===== config.mk =====
export PLATFORM = sky130hd
export DESIGN_NAME = sync_fifo_th
export DESIGN_NICKNAME = d
export VERILOG_FILES = /design/src/rtl/sync_fifo_th.sv
export SDC_FILE = /design/constraint.sdc
export NUM_CORES = 1
export LEC_CHECK = 0
export CAP_MARGIN = 10
export CORE_MARGIN = 5
export CORE_UTILIZATION = 45
export DETAILED_ROUTE_END_ITERATION = 6
export PLACE_DENSITY = 0.7
export SLEW_MARGIN = 25
export SYNTH_ARGS = -nofsm -noshare
export SYNTH_HDL_FRONTEND = slang
export SYNTH_SLANG_ARGS = --single-unit
export TNS_END_PERCENT = 30

===== constraint.sdc =====
create_clock -name clk_i -period 3.5 [get_ports clk_i]
set_clock_uncertainty 0.05 [all_clocks]
set_input_delay 0.35 -clock clk_i [delete_from_list [all_inputs] [get_ports clk_i]]
set_output_delay 0.35 -clock clk_i [all_outputs]
set_load 0.05 [all_outputs]

===== src/rtl/sync_fifo_th.sv =====
// Single-clock FIFO with occupancy count, almost-full/empty thresholds and error pulses.
// Define SYNC_FIFO_FWFT_EN for first-word-fall-through reads; default is one-cycle registered reads.
module sync_fifo_th #(
    parameter int WIDTH    = 8,
    parameter int DEPTH    = 16,
    parameter int PTR_ADDR = 4,
    parameter int AF_LEVEL = 12,
    parameter int AE_LEVEL = 4
) (
    input  logic                clk_i,
    input  logic                rst_ni,
    input  logic                wr_en_i,
    input  logic [WIDTH-1:0]    wdata_i,
    input  logic                rd_en_i,
    output logic [WIDTH-1:0]    rdata_o,
    output logic                rvalid_o,
    output logic                full_o,
    output logic                empty_o,
    output logic                almost_full_o,
    output logic                almost_empty_o,
    output logic [PTR_ADDR:0]   count_o,
    output logic                wr_error_o,
    output logic                rd_error_o
);

    localparam int CW = PTR_ADDR + 1;
    localparam logic [PTR_ADDR:0] PTR_ONE = CW'(1);
    localparam logic [PTR_ADDR:0] AF_CNT  = CW'(AF_LEVEL);
    localparam logic [PTR_ADDR:0] AE_CNT  = CW'(AE_LEVEL);

    logic [WIDTH-1:0]  mem [DEPTH];
    logic [PTR_ADDR:0] wr_ptr;
    logic [PTR_ADDR:0] rd_ptr;
    logic              wr_accept;
    logic              rd_accept;
    logic              wr_reject;
    logic              rd_reject;
    logic              wr_error_p1;
    logic              rd_error_p1;

    // Top pointer bit is the wrap bit; the subtraction wraps modulo 2*DEPTH on its own.
    assign empty_o        = (wr_ptr == rd_ptr);
    assign full_o         = (wr_ptr[PTR_ADDR-1:0] == rd_ptr[PTR_ADDR-1:0]) &&
                            (wr_ptr[PTR_ADDR] != rd_ptr[PTR_ADDR]);
    assign count_o        = wr_ptr - rd_ptr;
    assign almost_full_o  = (count_o >= AF_CNT);
    assign almost_empty_o = (count_o <= AE_CNT);

    // A write into a full FIFO is still taken when a read frees the head slot.
    assign rd_accept = rd_en_i & ~empty_o;
    assign wr_accept = wr_en_i & (~full_o | rd_en_i);
    assign wr_reject = wr_en_i & full_o & ~rd_en_i;
    assign rd_reject = rd_en_i & empty_o;

    always_ff @(posedge clk_i or negedge rst_ni) begin
        if (!rst_ni) begin
            wr_ptr      <= '0;
            rd_ptr      <= '0;
            wr_error_p1 <= 1'b0;
            rd_error_p1 <= 1'b0;
        end else begin
            if (wr_accept) wr_ptr <= wr_ptr + PTR_ONE;
            if (rd_accept) rd_ptr <= rd_ptr + PTR_ONE;
            wr_error_p1 <= wr_reject;
            rd_error_p1 <= rd_reject;
        end
    end

    always_ff @(posedge clk_i) begin
        if (wr_accept) mem[wr_ptr[PTR_ADDR-1:0]] <= wdata_i;
    end

    assign wr_error_o = wr_error_p1;
    assign rd_error_o = rd_error_p1;

`ifdef SYNC_FIFO_FWFT_EN
    assign rdata_o  = empty_o ? '0 : mem[rd_ptr[PTR_ADDR-1:0]];
    assign rvalid_o = ~empty_o;
`else
    logic [WIDTH-1:0] rdata_p1;
    logic             vld_p1;

    // Read stage: popped word and its valid land one cycle after the accepting edge.
    always_ff @(posedge clk_i or negedge rst_ni) begin
        if (!rst_ni) begin
            rdata_p1 <= '0;
            vld_p1   <= 1'b0;
        end else begin
            vld_p1 <= rd_accept;
            if (rd_accept) rdata_p1 <= mem[rd_ptr[PTR_ADDR-1:0]];
        end
    end

    assign rdata_o  = rdata_p1;
    assign rvalid_o = vld_p1;
`endif

endmodule


---- After elaboration in Yosys (flattened, before gate mapping) ----
Memories as Yosys holds them, arrays and structs flattened. A register that Yosys moved wholly into a read port is not among the register bits.
Cells that the tools add are included.
operators by class
  muxes and demuxes ....................... 2
  equal/unequal tests ..................... 3
  reduce and logical (&&, ||, !) cells .... 2
  bitwise gates (word level) .............. 9
  magnitude comparators ................... 2
  $add $sub $neg .......................... 3
operators by type and width
  operator             count
  $add 5x1->5 const B  2
  $and 1x1->1          5
  $eq 5x5->1           1
  $ge 5x4->1 const B   1
  $le 5x3->1 const B   1
  $sub 5x5->5          1
  $eq 4x4->1           1
  $not 1->1            3
  $mux 1               2
  $logic_and 1x1->1    1
  $logic_not 1->1      1
  $ne 1x1->1           1
  $or 1x1->1           1
word-level totals
  input bits .............................. 12
  word-level logic and storage cells ...... 27
  flip-flop bits (word level) ............. 13
  bits in writable memories ............... 128
  output and inout bits ................... 20
  memories ................................ 1
memory list
  memory  depth  width  rd ports  clocked after Yosys merged registers in  write ports  RTL line  source
  mem     16     8      1         1                                        1            31        logic [WIDTH-1:0] mem [DEPTH];

---- Longest topological paths before layout ----
Gate-level depths: netlist of the first run.
  word-level depth ........................ 7
  mapped depth ............................ 10
  gate-level depth less buffers ........... 7

---- Least setup slack after synthesis of the first run ----
No wires, ideal clock.
  kind .................................... flip-flop to output port
  from .................................... reg rd_ptr[1]
  to ...................................... out almost_full_o
  cell stages (with the launch flop) ...... 10
  arrival ................................. 2.914 ns
  path buffers ............................ 3
  data required time ...................... 3.100 ns
  slack ................................... 0.186 ns
  path through ............................ dfrtp_1 -> buf_6 -> buf_6 -> buf_6 -> inv_1 -> ha_1 -> nor2b_1 -> o21ai_0 -> a21boi_0 -> o32ai_1
on the way
  longest elaborated chain between the ends .. 2
RTL lines
  what                    RTL line  source
  start, declared         33        logic [PTR_ADDR:0] rd_ptr;
  start signal, assigned  63        if (rd_accept) rd_ptr <= rd_ptr + PTR_ONE;
  $sub 5x5->5             45        assign count_o = wr_ptr - rd_ptr;
  $ge 5x4->1              46        assign almost_full_o = (count_o >= AF_CNT);
  end, declared           19        output logic almost_full_o,
No other way between the ends.

---- Final worst setup path of the first run ----
  from .................................... reg wr_ptr[0]
  to ...................................... out count_o[2]
on the way
  longest elaborated chain between the ends .. 1
RTL lines
  what                    RTL line  source
  start, declared         32        logic [PTR_ADDR:0] wr_ptr;
  start signal, assigned  62        if (wr_accept) wr_ptr <= wr_ptr + PTR_ONE;
  $sub 5x5->5             45
  end, declared           21        output logic [PTR_ADDR:0] count_o,
No other way between the ends.

==> results of run 1 <==
[final cells by class]
cell class / instances / area (um^2)
well taps: 176 / 220
flip-flops and latches: 149 / 4370
multi-input cells: 190 / 1560
repair buffers: 35 / 383
clock buffers: 18 / 429
clock inverters: 14 / 185
inverters: 10 / 37.5
fillers: 1033 / 6060
[synthesized netlist by cell type (all sizes together)]
master,n,share of area
o31ai,1,0.0021
nand2,4,0.0025
nor4b,1,0.0014
xnor2,7,0.010
and3,2,0.0021
o22ai,16,0.016
nand3,3,0.0025
o32ai,1,0.0014
nor3b,3,0.0037
or3b,1,0.0014
nand3b,2,0.0025
o21ai,13,0.011
a21boi,1,0.0012
mux2i,48,0.079
a221oi,8,0.012
nor2b,3,0.0031
a21oi,1,0.00082
ha,9,0.019
a31oi,8,0.0082
xor2,4,0.0058
clkbuf,3,0.0021
and2,17,0.017
mux4,8,0.030
o221a,1,0.0019
nor2,21,0.013
edfxtp,128,0.63
dfrtp,21,0.086
inv,10,0.0062
o31a,1,0.0014
fa,1,0.0033
o21a,1,0.0012
nand4,3,0.0031
nor3,1,0.00082
buf,14,0.016
[logic make-up after synthesis]
group | after synthesis | synth area share
flip-flops | 149 | 0.719
AND/OR/NAND/NOR | 61 | 0.0535
multiplexers | 56 | 0.109
AO/OA/AOI/OAI | 52 | 0.0570
buffers and inverters | 27 | 0.0243
XOR/XNOR | 11 | 0.0158
adder cells (fa/ha/maj) | 10 | 0.0218
[critical path, delay by kind of cell, from the launching register on]
family	cells	cell delay (ns)
buffers and inverters	3	0.98
adders and majority gates	2	0.66
DFF	1	0.39
xor gates and xnor gates	1	0.20
[power breakdown]
| part | switching (W) | internal [W] | total (W) | leakage, nW |
|---|---|---|---|---|
| Sequential | 0.000196 | 0.00220 | 0.00240 | 1.40 |
| Clock | 0.000682 | 0.00118 | 0.00187 | 0.284 |
| Combinational | 0.00176 | 0.00109 | 0.00285 | 0.842 |
[worst min-delay path by stage]
| stage | startpoint | endpoint | slack, ns | cells past startpoint |
|---|---|---|---|---|
| 2_1_floorplan | rst_ni | rd_error_o | 0.004 | 0 |
| 5_1_grt | rst_ni | rdata_o[2] | 0.44 | 2 |
| 6_report | rst_ni | rdata_o[6] | 0.39 | 2 |
| 3_3_place_gp | wr_ptr[4] | wr_ptr[4] | 0.47 | 1 |
| 3_5_place_dp | wr_ptr[4] | wr_ptr[4] | 0.49 | 1 |
| 4_1_cts | rst_ni | wr_error_o | 0.44 | 1 |
[state kept, by name, summed over array words and instances (netlist names)]
register	cells
mem	128
rd_error_o	1
rd_ptr	5
rdata_o	8
rvalid_o	1
wr_error_o	1
wr_ptr	5
[per-stage QoR]
step                hold WS [ns]  cells  power, W
finish                     0.385    592   0.00712
global route               0.438    592   0.00744
CTS                        0.444    591   0.00715
detailed placement         0.485    559   0.00527
global placement           0.466    559   0.00521
floorplan                0.00441    366   0.00434
[per-layer routing]
layer,vias to the layer above,global-route usage,wire (um)
li1,1488,-,-
met1,1662,0.229,5750
met2,116,0.271,6410
met3,23,0.0432,718
met4,0,0.0751,306
met5,-,0,0
==> metrics, run 1 <==
outcome finished, final reports clean; slowest CP cell clkdlybuf4s50_1; # DRC 0; Vias/cell 5.56; antenna violations before repair 0; dpl cell area 6570 um^2; Post-Route WL 13.2 mm; drt first-iter violations 301; Max clock buf depth 2; FF+latch count, synth 149; Worst-Margin Slew 0.875 ns; via count 3289; Hold Path Class input port to asynchronous set/reset pin; CORE AREA 13200 um^2; Hold Buf Count CTS 0; setup ws final 0.444 ns; r2r worst-path depth 6; GRT Util Overall 0.173; most used cell, CP inv_1; clk slew on worst S/H paths 0.06 ns; clock tree root driver cell clkbuf_16; Critical Path Max Stage Delay 0.80 ns; Synth-to-Final Area Change 18.2%; post_cts resized 0; DP Wirelength 8.61 mm; R2R Setup Slk 0.58 ns; Die Wd 126 um; count of input and output buffers 31; CP Data Arrival Time 2.66 ns; Crit Path Max Fanout 4; average cell area after synthesis 16.6 um^2; first-pass GRT wire length 20.1 mm; vias in the first global route 3330; CP endpoint kind primary output; layout cells sized above 1 0.125; period utilization 0.873; final setup fails 0; largest net degree at the start of global routing 32; ANT nets after route 0; Pre-antenna DRT Iters 4; utilization after layout 0.543; synthesized instance count 366; commonest non-fill, non-tap cells in the layout edfxtp_1, mux2i_1, clkdlybuf4s50_1; commonest non-fill, non-tap cell in the layout edfxtp_1; register area share after synthesis 0.719; total CTS buffers 17; # clock sinks 149; Slew Viols, Final 0; Initial Util 0.459; Fmax achieved 0.327 GHz; Fin. Hold Viols 0; final worst path period need 3.06 ns; crit path kind register to primary output; Worst R2R Start rd_ptr[3]; worst vdd ir 607 uV; Rel. slew slack 0.415; Yosys cell types 39; CP cell instances inv_1 -> ha_1 -> fa_1 -> xor2_1 -> inv_1 -> clkdlybuf4s50_1; Die ar. 15900 um^2; Post-Syn Area 6080 um^2; Final #Nets 425; CP required 3.10 ns; CP endpoint count_o[2]; Pwr per Cell Area 991 nW/um^2; clock latency on the worst-skew pair 0.42 ns; setup tns final 0 ns; Synth Net Count 388; GPL Wtd Cong 0.851; Rows 42; Ys Warns 0; io pins 32; RSZ-0062 raised after global routing false; P_leak 2.53 nW; grt total ovfl 0; vertical die dimension 126 um; final cell area excluding filler cells 7190 um^2; Crit Reg-Reg Endpoint mem[1][6]; Max-Cap Viols 0; postcts setup bufs 0; Critical Path Start Type register; ANT cells 0; launch point of the critical path wr_ptr[0]; Placement Setup Slack 0.766 ns; CTS tree built; wire per inst 22.3 um; CTS H-tree lvls 4
Power figures use the tool's default switching activity.
==> run 2, diff against run 1 <==
- REMOVE_ABC_BUFFERS: not set -> 1
==> metrics, run 2 (synthesis results as in run 1) <==
outcome finished, final reports clean; CP required 3.10 ns; GRT Util Overall 0.161; final setup fails 0; total CTS buffers 17; vertical die dimension 126 um; # clock sinks 149; dpl cell area 6580 um^2; Pwr per Cell Area 961 nW/um^2; Critical Path Max Stage Delay 0.80 ns; # DRC 0; CP bufs+invs 3; Hold Path Class input port to asynchronous set/reset pin; layout cells sized above 1 0.112; commonest non-fill, non-tap cells in the layout edfxtp_1, mux2i_1, clkdlybuf4s50_1; Slew Viols, Final 0; vias in the first global route 3371; ANT cells 0; CTS tree built; slowest CP cell clkdlybuf4s50_1; period utilization 0.865; CP Data Arrival Time 2.63 ns; CORE AREA 13200 um^2; grt total ovfl 0; Die ar. 15900 um^2; Rel. slew slack 0.442; final worst path period need 3.03 ns; ANT nets after route 0; clock tree root driver cell clkbuf_16; via count 3240; setup tns final 0 ns; final cell area excluding filler cells 7110 um^2; Max clock buf depth 2; largest net degree at the start of global routing 32; most used cell, CP inv_1; drt first-iter violations 355; Die Wd 126 um; clk slew on worst S/H paths 0.06 ns; antenna violations before repair 0; clock latency on the worst-skew pair 0.41 ns; CTS H-tree lvls 4; Fmax achieved 0.330 GHz; Vias/cell 5.45; Fin. Hold Viols 0; count of input and output buffers 31; P_leak 2.51 nW; Max-Cap Viols 0; Post-Route WL 12.1 mm; Initial Util 0.459; RSZ-0062 raised after global routing false; wire per inst 20.4 um; Rows 42; Critical Path Start Type register; CP endpoint kind primary output; io pins 32; Synth-to-Final Area Change 16.9%; first-pass GRT wire length 19.2 mm; max FFs per register 128; worst vdd ir 1310 uV; Final #Nets 427; postcts setup bufs 0; Crit Path Max Fanout 4; Worst-Margin Slew 0.838 ns; GPL Wtd Cong 0.766; DP Wirelength 7.87 mm; commonest non-fill, non-tap cell in the layout edfxtp_1; CP cell instances inv_1 -> ha_1 -> fa_1 -> xor2_1 -> inv_1 -> clkdlybuf4s50_1; Pre-antenna DRT Iters 6; CP top delay family buffers and inverters; crit path kind register to primary output
run 2: changes by cell type in the layout (fill, tap and decap cells not counted), sizes merged:
cell      delta
buf          +2
clkinvlp     -6
clkinv       +1
bufinv       -4
clkbuf       +9
run 2: what timing repair did:
item,4_1_cts,5_1_grt
gates resized for setup,0,0
hold endpoints to repair,0,21
hold buffers,0,1
setup endpoints to repair,0,0
run 2: worst paths after layout:
check	to	startpoint	cells past startpoint	slack, ns
min in group clk_i	wr_ptr[4]	wr_ptr[4]	1	0.48
min	rd_error_o	rst_ni	2	0.39
max	count_o[2]	wr_ptr[0]	6	0.47
max in group asynchronous	rdata_o[2]	rst_ni	2	2.65
max reg2reg	mem[4][1]	wr_ptr[3]	5	0.99
min reg2reg	wr_ptr[4]	wr_ptr[4]	1	0.48
run 2: worst reg2reg max path: cells and delay by family, from the launching register on:
| family | cells | cell delay [ns] |
|---|---|---|
| adder cells (fa/ha/maj) | 1 | 0.37 |
| AND/OR/NAND/NOR | 3 | 1.16 |
| flip-flops | 1 | 0.45 |
| AO/OA/AOI/OAI | 1 | 0.14 |
run 2: power breakdown:
part	total, W	switching (W)	leakage [nW]	internal [W]
Sequential	0.00233	0.000132	1.40	0.00220
Clock	0.00159	0.000630	0.258	0.000961
Combinational	0.00291	0.00181	0.853	0.00110
Total	0.00683	0.00257	2.51	0.00426
run 2: metal layers:
| metal | track usage | wire length, um | share of wire | vias up |
|---|---|---|---|---|
| li1 | - | - | - | 1494 |
| met1 | 0.215 | 5260 | 0.43 | 1634 |
| met2 | 0.255 | 6010 | 0.50 | 103 |
| met3 | 0.0411 | 686 | 0.057 | 9 |
| met4 | 0.0625 | 153 | 0.013 | 0 |
| met5 | 0 | 0 | 0 | - |
run 2: stage by stage:
step / instances / utilization / total power, W / setup slack (ns) / hold slack, ns
after CTS: 593 / 0.536 / 0.00687 / 0.456 / 0.479
after floorplan: 349 / - / 0.00425 / -0.194 / 0.00441
after global routing: 594 / 0.537 / 0.00716 / 0.357 / 0.420
final: 594 / 0.537 / 0.00683 / 0.473 / 0.386
after detailed placement: 561 / 0.497 / 0.00528 / 0.893 / 0.469
after global placement: 561 / 0.497 / 0.00523 / 0.937 / 0.466
run 2: final cells by class:
type                            instances  area (um^2)
Clock buffer                           27          494
Clock inverter                          5         25.0
Fill cell                            1071         6140
Inverter                               10         37.5
Multi-Input combinational cell        190         1560
Sequential cell                       149         4370
Tap cell                              176          220
Timing Repair Buffer                   37          398
==> run 3, diff against run 2 <==
- GPL_TIMING_DRIVEN: not set -> 0
==> metrics, run 3 (synthesis results as in run 1) <==
final setup fails 0; dpl cell area 6560 um^2; Pre-antenna DRT Iters 4; Rows 42; commonest non-fill, non-tap cells in the layout edfxtp_1, mux2i_1, clkdlybuf4s50_1; Rel. slew slack 0.355; DP Wirelength 7.71 mm; period utilization 0.954; GRT Util Overall 0.160; ANT cells 0; grt total ovfl 0; CTS H-tree lvls 4; vias in the first global route 3436; first-pass GRT wire length 19.0 mm; CP endpoint kind primary output; Critical Path Max Stage Delay 0.68 ns; layout cells sized above 1 0.106; CORE AREA 13200 um^2; Slew Viols, Final 0; CP top delay family adder cells; Initial Util 0.459; FILL cells 1055; total CTS buffers 17; Cells after DPL 558; io pins 32; clock latency on the worst-skew pair 0.42 ns; Pwr per Cell Area 955 nW/um^2; commonest non-fill, non-tap cell in the layout edfxtp_1; # DRC 0; CP required 3.10 ns; setup ws final 0.161 ns; RSZ-0062 raised after global routing false; Crit Path Max Fanout 31; GPL Wtd Cong 0.738; crit path kind register to primary output; max FFs per register 128; ANT nets after route 0; Final #Nets 424; CP cell instances ha_1 -> fa_1 -> nor2b_1 -> o21ai_0 -> and3_1 -> o32ai_1 -> dlygate4sd2_1; Fmax achieved 0.299 GHz; CTS tree built; outcome finished, final reports clean; Max clock buf depth 2; count of input and output buffers 31; Critical Path Start Type register; Fin. Hold Viols 0; antenna violations before repair 0; Synth-to-Final Area Change 17.5%; via count 3217; Hold Path Class input port to asynchronous set/reset pin; CP Data Arrival Time 2.94 ns; clock tree root driver cell clkbuf_16; # clock sinks 149; Placement Setup Slack 0.142 ns; final worst path period need 3.34 ns; CP bufs+invs 1; worst vdd ir 1560 uV; multi-input logic area 1560 um^2; Die Wd 126 um; Die ar. 15900 um^2; clk slew on worst S/H paths 0.05 ns; wire per inst 20.4 um; slowest CP cell dfrtp_4; Max-Cap Viols 0; largest net degree at the start of global routing 32; Sequential cell area 4380 um^2; final cell area excluding filler cells 7140 um^2; postcts setup bufs 0; Post-Route WL 12.0 mm; Vias/cell 5.44; Worst-Margin Slew 0.964 ns; Finished Layout Cells 591; vertical die dimension 126 um; P_leak 2.52 nW; drt first-iter violations 253
## run 3: cell types whose count changed in the layout (fill, tap and decap cells not counted), moves of 2 or more
cell	previous run	this run
dfrtp_1	21	17
dfrtp_4	0	2
dlygate4sd2_1	0	2
clkdlybuf4s50_1	23	26
buf_16	0	2
buf_12	5	0
dfrtp_2	0	2
bufinv_16	0	3
clkinv_1	0	5
clkbuf_1	8	1
buf_4	7	0
## run 3: metal layers
layer	wire, um	track usage	vias up	part of all wire
li1	-	-	1496	-
met1	5000	0.208	1602	0.42
met2	6070	0.254	98	0.50
met3	715	0.0432	21	0.059
met4	257	0.0732	0	0.021
met5	0	0	-	0
## run 3: worst paths after layout
check	from	to	slack, ns	cells past startpoint
min in group clk_i	wr_ptr[4]	wr_ptr[4]	0.50	1
max in group asynchronous	rst_ni	rd_ptr[0]	2.62	2
setup reg to reg	rd_ptr[0]	mem[0][0]	0.68	5
setup / recovery	rd_ptr[0]	almost_full_o	0.16	7
hold / removal	rst_ni	rd_error_o	0.39	2
hold reg to reg	wr_ptr[4]	wr_ptr[4]	0.50	1
## run 3: stage by stage
step / hold WS [ns] / utilization / power [W] / TNS, ns
floorplan: 0.00441 / - / 0.00425 / -0.194
global placement: 0.471 / 0.491 / 0.00504 / -13.10
detailed placement: 0.471 / 0.495 / 0.00515 / 0
CTS: 0.462 / 0.538 / 0.00687 / 0
global route: 0.430 / 0.539 / 0.00717 / 0
finish: 0.388 / 0.539 / 0.00682 / 0
## run 3: timing repair
| action | in CTS | in global routing |
|---|---|---|
| hold buffers | 0 | 1 |
| endpoints found under the hold margin | 0 | 21 |
| endpoints found under the setup margin | 3 | 3 |
| resized for setup | 5 | 4 |
## run 3: power breakdown
group / leakage, nW / switching (W) / internal (W) / total (W)
Combinational: 0.835 / 0.00158 / 0.000971 / 0.00255
Sequential: 1.40 / 0.000317 / 0.00221 / 0.00253
Clock: 0.281 / 0.000651 / 0.00110 / 0.00175
Total: 2.52 / 0.00254 / 0.00428 / 0.00682
## run 3: layout make-up
type	count	area share
inverters	10	0.00526
clock buffers	18	0.0601
multi-input cells	190	0.219
flip-flops and latches	149	0.613
repair buffers	34	0.0520
clock inverters	14	0.0198
well taps	176	0.0308
## run 3: worst reg2reg max path: stages (launching register included)
cell and delay, ns:
dfrtp_4 0.73, ha_1 0.36, nand4_1 0.24, o31ai_2 0.15
nor3_1 0.41, and2_1 0.51
